==> src/rtl/breath_pwm_multi.sv <==
// Multi-channel LED PWM with a shared triangular breathing ramp; outputs registered, 1 clk after fcnt.
// Optional BREATH_PWM_CYCLE_CNT_EN adds cycle_cnt, counting falling-to-rising ramp reversals.
module breath_pwm_multi #(
  parameter int NCH         = 4,
  parameter int STEP_DIV    = 50,
  parameter int PWM_MAX     = 999,
  parameter int RAMP_FRAMES = 1,
  localparam int DW         = $clog2(PWM_MAX + 2)
) (
  input  logic              clk,
  input  logic              rst_n,
  input  logic              en,
  input  logic [2*NCH-1:0]  mode,
  input  logic [DW*NCH-1:0] duty_fix,
  output logic [NCH-1:0]    pwm_out,
  output logic [DW-1:0]     level,
  output logic              dir,
  output logic              frame_tick
`ifdef BREATH_PWM_CYCLE_CNT_EN
  ,
  output logic [15:0]       cycle_cnt
`endif
);

  localparam int PW = (STEP_DIV > 1) ? $clog2(STEP_DIV) : 1;
  localparam int RW = (RAMP_FRAMES > 1) ? $clog2(RAMP_FRAMES) : 1;
  localparam logic [PW-1:0] P_LAST = PW'(STEP_DIV - 1);
  localparam logic [RW-1:0] R_LAST = RW'(RAMP_FRAMES - 1);
  localparam logic [DW-1:0] L_MAX  = DW'(PWM_MAX);

  logic [PW-1:0]     pcnt;
  logic [DW-1:0]     fcnt;
  logic [RW-1:0]     rcnt;
  logic [2*NCH-1:0]  mode_sh;
  logic [DW*NCH-1:0] duty_sh;
  logic              tick;
  logic              frame_end;
  logic              step;
  logic [DW-1:0]     duty [NCH];
  logic [NCH-1:0]    pwm_nxt;

  assign tick      = (pcnt == P_LAST);
  assign frame_end = tick && (fcnt == L_MAX);
  assign step      = frame_end && (rcnt == R_LAST);

  // Duty comes only from the shadows, so inputs can change freely mid-frame.
  always_comb begin
    for (int c = 0; c < NCH; c++) begin
      duty[c] = '0;
      case (mode_sh[2*c +: 2])
        2'b00:   duty[c] = '0;
        2'b01:   duty[c] = duty_sh[c*DW +: DW];
        2'b10:   duty[c] = level;
        default: duty[c] = L_MAX - level;
      endcase
      pwm_nxt[c] = (fcnt < duty[c]);
    end
  end

  always_ff @(posedge clk or negedge rst_n) begin
    if (!rst_n) begin
      pcnt       <= '0;
      fcnt       <= '0;
      rcnt       <= '0;
      level      <= '0;
      dir        <= 1'b0;
      mode_sh    <= '0;
      duty_sh    <= '0;
      pwm_out    <= '0;
      frame_tick <= 1'b0;
    end else if (!en) begin
      pcnt       <= '0;
      fcnt       <= '0;
      rcnt       <= '0;
      level      <= '0;
      dir        <= 1'b0;
      mode_sh    <= mode;
      duty_sh    <= duty_fix;
      pwm_out    <= '0;
      frame_tick <= 1'b0;
    end else begin
      pcnt       <= tick ? '0 : pcnt + 1'b1;
      frame_tick <= frame_end;
      pwm_out    <= pwm_nxt;
      if (tick)
        fcnt <= (fcnt == L_MAX) ? '0 : fcnt + 1'b1;
      if (frame_end) begin
        rcnt    <= (rcnt == R_LAST) ? '0 : rcnt + 1'b1;
        mode_sh <= mode;
        duty_sh <= duty_fix;
      end
      // Reversal skips the end value so the ramp never dwells at 0 or PWM_MAX.
      if (step) begin
        if (!dir) begin
          if (level == L_MAX) begin
            dir   <= 1'b1;
            level <= L_MAX - 1'b1;
          end else begin
            level <= level + 1'b1;
          end
        end else begin
          if (level == '0) begin
            dir   <= 1'b0;
            level <= DW'(1);
          end else begin
            level <= level - 1'b1;
          end
        end
      end
    end
  end

`ifdef BREATH_PWM_CYCLE_CNT_EN
  always_ff @(posedge clk or negedge rst_n) begin
    if (!rst_n)
      cycle_cnt <= '0;
    else if (!en)
      cycle_cnt <= '0;
    else if (step && dir && (level == '0))
      cycle_cnt <= cycle_cnt + 1'b1;
  end
`endif

endmodule

==> config.mk <==
export PLATFORM = sky130hd
export DESIGN_NAME = breath_pwm_multi
export DESIGN_NICKNAME = d
export VERILOG_FILES = /design/src/rtl/breath_pwm_multi.sv
export SDC_FILE = /design/constraint.sdc
export NUM_CORES = 1
export LEC_CHECK = 0
export CAP_MARGIN = 20
export CORE_MARGIN = 2
export CORE_UTILIZATION = 57
export DETAILED_ROUTE_END_ITERATION = 7
export HOLD_SLACK_MARGIN = 0.15
export PLACE_DENSITY = 0.78
export SLEW_MARGIN = 20
export SYNTH_ARGS = -nofsm -noshare
export SYNTH_HDL_FRONTEND = slang
export SYNTH_SLANG_ARGS = --single-unit
==> constraint.sdc <==
create_clock -name clk -period 3.5 [get_ports clk]
set_input_delay 0.7 -clock clk [delete_from_list [all_inputs] [get_ports clk]]
set_output_delay 0.7 -clock clk [all_outputs]
set_load 0.005 [all_outputs]
==> flow_summary.yaml, run 1 <==
timing:
  period_minus_slack_ns: 3.03
  maxSlewViolCount: 0
  max_freq_mhz: 330
  setup_viol: 0
  setup_ws_ns: 0.468
  max-slew-margin-rel_pct: 43.3
  min_period_over_period_pct: 86.6
  worst_pin_slew_ns: 0.851
  skew_ns: 0.00992
  fin_tns_setup_ns: 0
  rsz0062_at_grt: "no"
  hold_violations: 0
route:
  drc: 0
  vias: 4578
  drt_iter0_drc: 389
  firstDrtPassIters: 5
  route.antenna.remaining_nets: 0
  viasPerCell: 6.31
  routed_wl_mm: 14.3
  detail_route.wl_per_cell_microns: 19.7
die:
  die-area_sq_mm: 0.0105
  pin_count: 67
  initial_core_util_pct: 59.1
  die_y_microns: 102
  die_w_microns: 102
  row_count: 35
  coreArea_sq_mm: 0.00933
clocking:
  clk_latency_ns: 0.36
  cts.path.max_buffers: 2
  holdBufCountCts: 0
  clk_pin_slew_worst_paths_ns: 0.09
  post-cts-setup-buffer-count: 0
  numCtsBuffers: 9
  root_buffer: "clkbuf_8"
  cts_tree: "yes"
  cts.sinks: 80
  h-tree-depth: 3
  cts_resized: 0
worst_setup_path:
  cp_max_fo: 12
  critPathArrivalTime_ns: 3.29
  rr_worst_depth: 12
  slowest_stage: "dfrtp_1"
  startpoint_type: "register"
  critical-path-max-stage-delay_ns: 0.60
  required_ns: 3.75
  worst-path-stages: 12
  critPathBufInv: 1
  crit_chain: "inv_1 -> ha_1 -> nand3b_1 -> nand2_1 -> xnor2_1 -> a22oi_1 -> ha_1 -> nand4_1 -> nor2_1 -> o21ai_1 -> a31oi_1 -> a2111oi_2"
  crit_top_cell: "ha_1"
  crit_family: "adder cells"
  endpoint_kind: "register"
  path_class: "register to register"
place:
  preCtsSetupSlack_ns: 0.569
  port_buffers: 66
  post-dp-hpwl_mm: 9.75
  gp_congestion: 0.978
  placed_cell_area_sq_mm: 0.00623
global_route:
  antenna_found_initial: 0
  grt_pass1_vias: 4576
  grt_overflow_total: 0
  global_route.usage.total_pct: 29.1
  grt_first_pass_wirelength_mm: 23.3
  grt_max_degree: 81
cells_and_area:
  diodes: 0
  final_common_cell: "dfrtp_1"
  fillers: 706
  multiInputGateArea_sq_mm: 0.00327
  final_cell_mix: "80 x dfrtp_1, 65 x clkdlybuf4s50_1, 46 x nand2_1"
  stdcell_area_sq_mm: 0.00646
  regArea_sq_mm: 0.00200
  drive_gt1_share_pct: 14.4
  syn_to_final_growth_pct: 17.1
  layout.nets: 686
status:
  status: "finished, final reports clean"
synthesis:
  yosysSeqAreaShare_pct: 36.3
  synth_cells: 538
  avgSynthCellArea_sq_um: 10.3
  ys_warn_count: 0
  synth_fp_nets: 633
  synth_ff_type: "dfrtp_1"
  synthArstFlopShare_pct: 100
  netlist_area_sq_mm: 0.00552
  synth.distinct_cells: 60
  synth-edff-count: 0
  ys_seq_elements: 80
power:
  power_density_mw_per_mm2: 346
  ir_drop_mv: 0.239
  p_leak_nw: 2.92
  power_w: 0.00224
flow_run:
  max-cap-violations: 0
hold_path:
  hold_path.class: "primary input to asynchronous set/reset pin"
[power breakdown]
group	total (W)	internal (W)	switching, W
Clock	0.000781	0.000425	0.000356
Sequential	0.00106	0.000985	0.0000738
Combinational	0.000397	0.000227	0.000170
Total	0.00224	0.00164	0.000600
[state kept, by name, summed over array words and instances (netlist names)]
register / cells
dir: 1
duty_sh: 40
pwm_out: 4
frame_tick: 1
mode_sh: 8
fcnt: 10
pcnt: 6
level: 10
[worst paths after layout]
check	start	to	slack, ns
max reg2reg	level[4]	pwm_out[3]	0.47
max in group asynchronous	rst_n	duty_sh[27]	2.62
min in group clk	pcnt[0]	pcnt[0]	0.50
min reg2reg	pcnt[0]	pcnt[0]	0.50
max	level[4]	pwm_out[3]	0.47
min	rst_n	pcnt[3]	0.35
[cells in the mapped netlist, drive strengths merged (2+ instances only)]
master	count	area share [%]
nor4	2	0.50
mux2	51	13
o31ai	5	0.93
buf	19	2.4
nand4bb	2	0.41
nand2	46	3.1
and4	2	0.32
xnor2	23	3.7
o311a	2	0.36
a31oi	6	0.68
dfrtp	80	36
a2111oi	2	0.54
clkbuf	16	1.1
nand2b	4	0.45
nor2b	10	1.1
a41oi	2	0.32
nand3b	7	0.95
a32oi	7	1.1
and3	4	0.45
nand4	10	1.1
mux2i	3	0.54
a21oi	22	2.1
nor2	27	1.8
a22oi	32	4.4
xor2	16	2.5
a21o	3	0.41
ha	44	10
nor3	5	0.75
and2	2	0.23
inv	16	1.1
or3	2	0.23
a22o	3	0.48
o21ai	26	2.4
nand3	21	1.9
[cell type report]
| type | count | area share (%) |
|---|---|---|
| well taps | 129 | 2.50 |
| multi-input cells | 407 | 50.6 |
| flip-flops and latches | 80 | 31.0 |
| inverters | 16 | 0.930 |
| clock inverters | 4 | 1.18 |
| repair buffers | 77 | 11.5 |
| clock buffers | 12 | 2.25 |
[logic make-up after synthesis]
kind of cell               Yosys count  share of synthesized area, %
DFF                                 80                          36.3
and+or+nand+nor                    149                          14.6
buffers and inverters               51                          4.56
AOI/OAI and AO/OA                  121                          15.3
adders and majority gates           44                          9.98
muxes                               54                          13.1
xor gates and xnor gates            39                          6.19
[through the flow]
stage                     utilization (%)  instances  hold slack (ns)
after global placement               66.8        709            0.475
after CTS                            69.2        725            0.496
final                                69.3        725            0.346
after global routing                 69.3        725            0.433
after detailed placement             66.8        709            0.484
after floorplan                         -        538            0.404
[metal layers]
metal | GRT usage, % | share of wire [%] | wire (microns)
met5 | 0 | 0 | 0
met4 | 12.7 | 3.5 | 501
met3 | 5.75 | 9.1 | 1290
met2 | 45.7 | 46 | 6590
met1 | 39.2 | 41 | 5880
No activity file was read; power rests on OpenSTA's default activity.
==> run 2: changes to the inputs <==
Settings changed: SETUP_SLACK_MARGIN from default to 0.2.
==> results of run 2 <==
Final layout, timing and power as in run 1 (identical DEF).
